File: config.mk
export PLATFORM = sky130hd
export DESIGN_NAME = param_fifo
export DESIGN_NICKNAME = d
export VERILOG_FILES = /design/src/rtl/param_fifo.sv
export SDC_FILE = /design/constraint.sdc
export NUM_CORES = 1
export LEC_CHECK = 0
export ABC_AREA = 1
export CAP_MARGIN = 20
export CORE_ASPECT_RATIO = 0.9
export CORE_MARGIN = 2
export CORE_UTILIZATION = 34
export DETAILED_ROUTE_END_ITERATION = 8
export PLACE_DENSITY = 0.59
export SLEW_MARGIN = 10
export SYNTH_ARGS = -nofsm -noshare
export SYNTH_HDL_FRONTEND = slang
export SYNTH_SLANG_ARGS = --single-unit
File: constraint.sdc
create_clock -name clk -period 1.95 [get_ports clk]
set_input_delay 0.4875 -clock clk [delete_from_list [all_inputs] [get_ports clk]]
set_output_delay 0.4875 -clock clk [all_outputs]
set_load 0.01 [all_outputs]
File: src/rtl/param_fifo.sv
// param_fifo: single-clock synchronous FIFO with arbitrary (non power-of-two)
// depth, occupancy counter, full/empty/almost flags and registered
// wr_ack/overflow/underflow handshake pulses.
// Optional build macro FIFO_FWFT_EN selects first-word-fall-through: data_out
// shows the head word combinationally instead of a registered read result.
module param_fifo #(
  parameter int FIFO_WIDTH = 16,
  parameter int FIFO_DEPTH = 8,
  parameter int AF_THRESH  = 7,
  parameter int AE_THRESH  = 1
) (
  input  logic                              clk,
  input  logic                              rst,
  input  logic [FIFO_WIDTH-1:0]             data_in,
  input  logic                              wr_en,
  input  logic                              rd_en,
  output logic [FIFO_WIDTH-1:0]             data_out,
  output logic                              wr_ack,
  output logic                              overflow,
  output logic                              underflow,
  output logic                              full,
  output logic                              empty,
  output logic                              almostfull,
  output logic                              almostempty,
  output logic [$clog2(FIFO_DEPTH+1)-1:0]   count
);

  localparam int CW = $clog2(FIFO_DEPTH+1);
  localparam int PW = (FIFO_DEPTH > 1) ? $clog2(FIFO_DEPTH) : 1;

  localparam logic [CW-1:0] DEPTH_C = CW'(FIFO_DEPTH);
  localparam logic [CW-1:0] AF_C    = CW'(AF_THRESH);
  localparam logic [CW-1:0] AE_C    = CW'(AE_THRESH);
  localparam logic [PW-1:0] LAST_P  = PW'(FIFO_DEPTH-1);

  // Reject nonsensical configurations while elaborating.
  if (FIFO_DEPTH < 2 || !(AE_THRESH > 0 && AE_THRESH < AF_THRESH && AF_THRESH < FIFO_DEPTH)) begin : g_param_err
    $fatal(1, "param_fifo: illegal FIFO_DEPTH/AF_THRESH/AE_THRESH combination");
  end

  logic [FIFO_WIDTH-1:0] mem [FIFO_DEPTH];
  logic [PW-1:0]         wr_ptr, rd_ptr;
  logic                  wr_acc, rd_acc;

  // Acceptance is judged on the pre-edge occupancy, so a write never lands
  // through a full FIFO and a read never bypasses an empty one.
  assign wr_acc = wr_en & ~full;
  assign rd_acc = rd_en & ~empty;

  // Occupancy flags, decoded straight from the counter.
  assign full        = (count == DEPTH_C);
  assign empty       = (count == '0);
  assign almostfull  = (count >= AF_C) && !full;
  assign almostempty = (count <= AE_C) && !empty;

  // Storage array; no reset so it maps onto plain RAM.
  always_ff @(posedge clk) begin
    if (!rst && wr_acc) mem[wr_ptr] <= data_in;
  end

  // Pointers, counter and one-cycle handshake pulses.
  always_ff @(posedge clk) begin
    if (rst) begin
      wr_ptr    <= '0;
      rd_ptr    <= '0;
      count     <= '0;
      wr_ack    <= 1'b0;
      overflow  <= 1'b0;
      underflow <= 1'b0;
    end else begin
      wr_ack    <= wr_acc;
      overflow  <= wr_en & full;
      underflow <= rd_en & empty;
      if (wr_acc) wr_ptr <= (wr_ptr == LAST_P) ? '0 : wr_ptr + 1'b1;
      if (rd_acc) rd_ptr <= (rd_ptr == LAST_P) ? '0 : rd_ptr + 1'b1;
      case ({wr_acc, rd_acc})
        2'b10:   count <= count + 1'b1;
        2'b01:   count <= count - 1'b1;
        default: count <= count;
      endcase
    end
  end

`ifdef FIFO_FWFT_EN
  // Head word is visible as soon as it has been written.
  assign data_out = mem[rd_ptr];
`else
  logic [FIFO_WIDTH-1:0] dout_r;

  // Registered read port: loads only on an accepted read, holds otherwise.
  always_ff @(posedge clk) begin
    if (rst)         dout_r <= '0;
    else if (rd_acc) dout_r <= mem[rd_ptr];
  end

  assign data_out = dout_r;
`endif

endmodule

==> results.txt <==
Warnings, synthesis - 0
clock tree buffer depth - 2
worst skew pair latency - 430 ps
final wirelength - 14.8 mm
IO Port Bufs - 46
Final Non-Filler Cells - 987
most frequent cells in the layout - 186 x nand2_1, 128 x edfxtp_1, 108 x inv_1
Initial Utilization - 34.6%
area of the multi-input gates - 0.00166 mm2
final setup fails - 0
synthesized area per cell - 10.1 um2
Syn-to-layout area delta - 23.8%
Yosys top cell area share - 57.9%
first-pass GRT wire length - 23.8 mm
Post-Syn Area - 0.00664 mm2
die height - 137 um
clk sinks - 157
DRT Pass-1 Iters - 6
Synth area leader - edfxtp_1
Crit Path Class - flop to primary output
fin crit share - 97.1%
Lkg Pwr - 3.41 nW
CP Cell Sequence - buf_6 -> clkdlybuf4s50_1
sequential share of power - 40.2%
PwrDens - 1210 mW/mm2
DRT antenna net count - 0
Final Skew - 9.96 ps
most common cell after layout, fill and taps aside - nand2_1
clock group share of total power - 32.1%
utilization after layout - 42.9%
number of global-route vias before repair - 4372
htree depth - 4
status - complete, no violations
initial antenna violation count - 0
worst vdd ir - 0.000658 V
setup bufs post-CTS - 0
CP Capture Type - primary output
Die Span X - 151 um
Final #Nets - 752
Mapped Nets - 683
TritonCTS buffer count - 17
post-layout min period - 1890 ps
Area contributors post-synth - edfxtp_1 58%, nand2_1 11%, dfxtp_1 8.7%
DP Wirelength - 9.13 mm
Crit Path Max Fanout - 4
Worst EP required - 1460 ps
root buffer cell - clkbuf_16
RSZ-0062 raised after global routing - yes
CTS tree - yes
Worst path max stage delay - 530 ps
synth unique cells - 23
layout cells sized above 1 - 12.5%
CP startpoint - count[1]
final hold vios - 0
Mapped Cells - 655
Global Route Usage Sum - 15.6%
DR vias - 4485
Logic pwr share - 27.7%
total global routing overflow - 0
worst min path class - flop to flop
crit start category - flop
Max-slew headroom - 68.0%
maximum clock frequency - 0.528 GHz
WL/cell - 15.0 um
Seq. cell area - 0.00443 mm2
Power Internal - 6.86 mW
Setup TNS - 0 ps
gpl congestion - 0.794
FF+latch count, synth - 157
max cap viols - 0
Critical Path AT - 1410 ps
number of remaining DRC errors - 0
register area share after synthesis - 66.7%
largest net degree at the start of global routing - 66
I/O Pins - 47
Cells after DPL - 955
Slew @ Worst Pin - 479 ps
Final Total Pwr - 9.93 mW
net load switching power - 3.07 mW
routed vias/inst - 4.54
Slew Viols, Final - 0
hold buffer count at cts - 0
Diodes inserted - 0
worst hold start - data_out[10]
Filler Cells Inserted - 1804
Clock Pin Slew Worst Setup and Hold Paths - 60 ps
Core Region - 0.0192 mm2
RR Startpoint - count[1]
Iteration-0 DRC Markers - 304
CP max stage cell - clkdlybuf4s50_1
die area - 0.0207 mm2
Rows - 48
switching power share of the total - 30.9%
synth_stat cells:
| library cell | n |
|---|---|
| a211oi_1 | 2 |
| a21oi_1 | 25 |
| buf_1 | 1 |
| buf_2 | 17 |
| buf_4 | 3 |
| buf_6 | 5 |
| clkbuf_1 | 3 |
| dfxtp_1 | 29 |
| edfxtp_1 | 128 |
| ha_1 | 8 |
| inv_1 | 111 |
| inv_2 | 4 |
| inv_4 | 1 |
| nand2_1 | 187 |
| nand2_4 | 1 |
| nand3_1 | 98 |
| nand3_2 | 1 |
| nand4_1 | 2 |
| nor2_1 | 17 |
| nor2_2 | 1 |
| nor3_1 | 1 |
| o21ai_0 | 9 |
| xor2_1 | 1 |
area by class of cell:
cell class	instances	area share, %
Clock buffer	21	5.48
Multi-Input combinational cell	353	20.1
Inverter	116	5.33
Sequential cell	157	53.9
Clock inverter	11	1.42
Timing Repair Buffer	79	9.90
Tap cell	250	3.81
timing repair:
item,CTS,global route
resized for setup,21,11
pin swaps,1,1
setup endpoints to repair,4,6
sequential cells by signal, summed over array words and instances, names as in the netlist:
signal and flops:
wr_ack 1, underflow 1, overflow 1, wr_ptr 3
count 4, rd_ptr 3, data_out 16, mem 128
critical path, delay by kind of cell, from the launching register on:
family	cells	cell delay [ps]
flops	1	340
buf+inv	2	650
stage by stage:
step                setup WS, ps  cell area, um2  hold slack (ps)
global placement            -183            7610              453
global route               -7.89            8220              484
floorplan                   -125            6660              474
detailed placement          -197            7610              455
CTS                         2.27            8190              464
finish                      57.1            8220              464
path summary, 6_finish.rpt:
| path | cells after the start | slack, ps | to |
|---|---|---|---|
| min | 2 | 460 | data_out[10] |
| max | 2 | 60 | count[1] |
| min reg2reg | 2 | 460 | data_out[10] |
| max reg2reg | 11 | 220 | count[3] |
kinds of logic after synthesis:
group	Yosys count	share of synthesized area [%]
simple gates	308	19.6
flops	157	66.7
buf+inv	145	9.29
compound gates	36	2.79
fa+ha+maj	8	1.51
xor+xnor	1	0.132
power by group through the flow:
stage               Sequential [mW]  Combinational (mW)  Clock [mW]
floorplan                      4.10                1.61           0
global placement               4.04                2.72           0
detailed placement             4.04                2.74           0
CTS                            3.98                2.76        3.26
global route                   4.01                3.08        3.41
finish                         3.99                2.75        3.19
per-layer routing:
layer	part of all wire (%)	track usage, %	routed length [um]
met5	0	0	0
met4	1.7	5.35	255
met3	5.3	4.60	790
met2	45	24.1	6710
met1	48	21.0	7040
(Power assumes the default switching activity.)
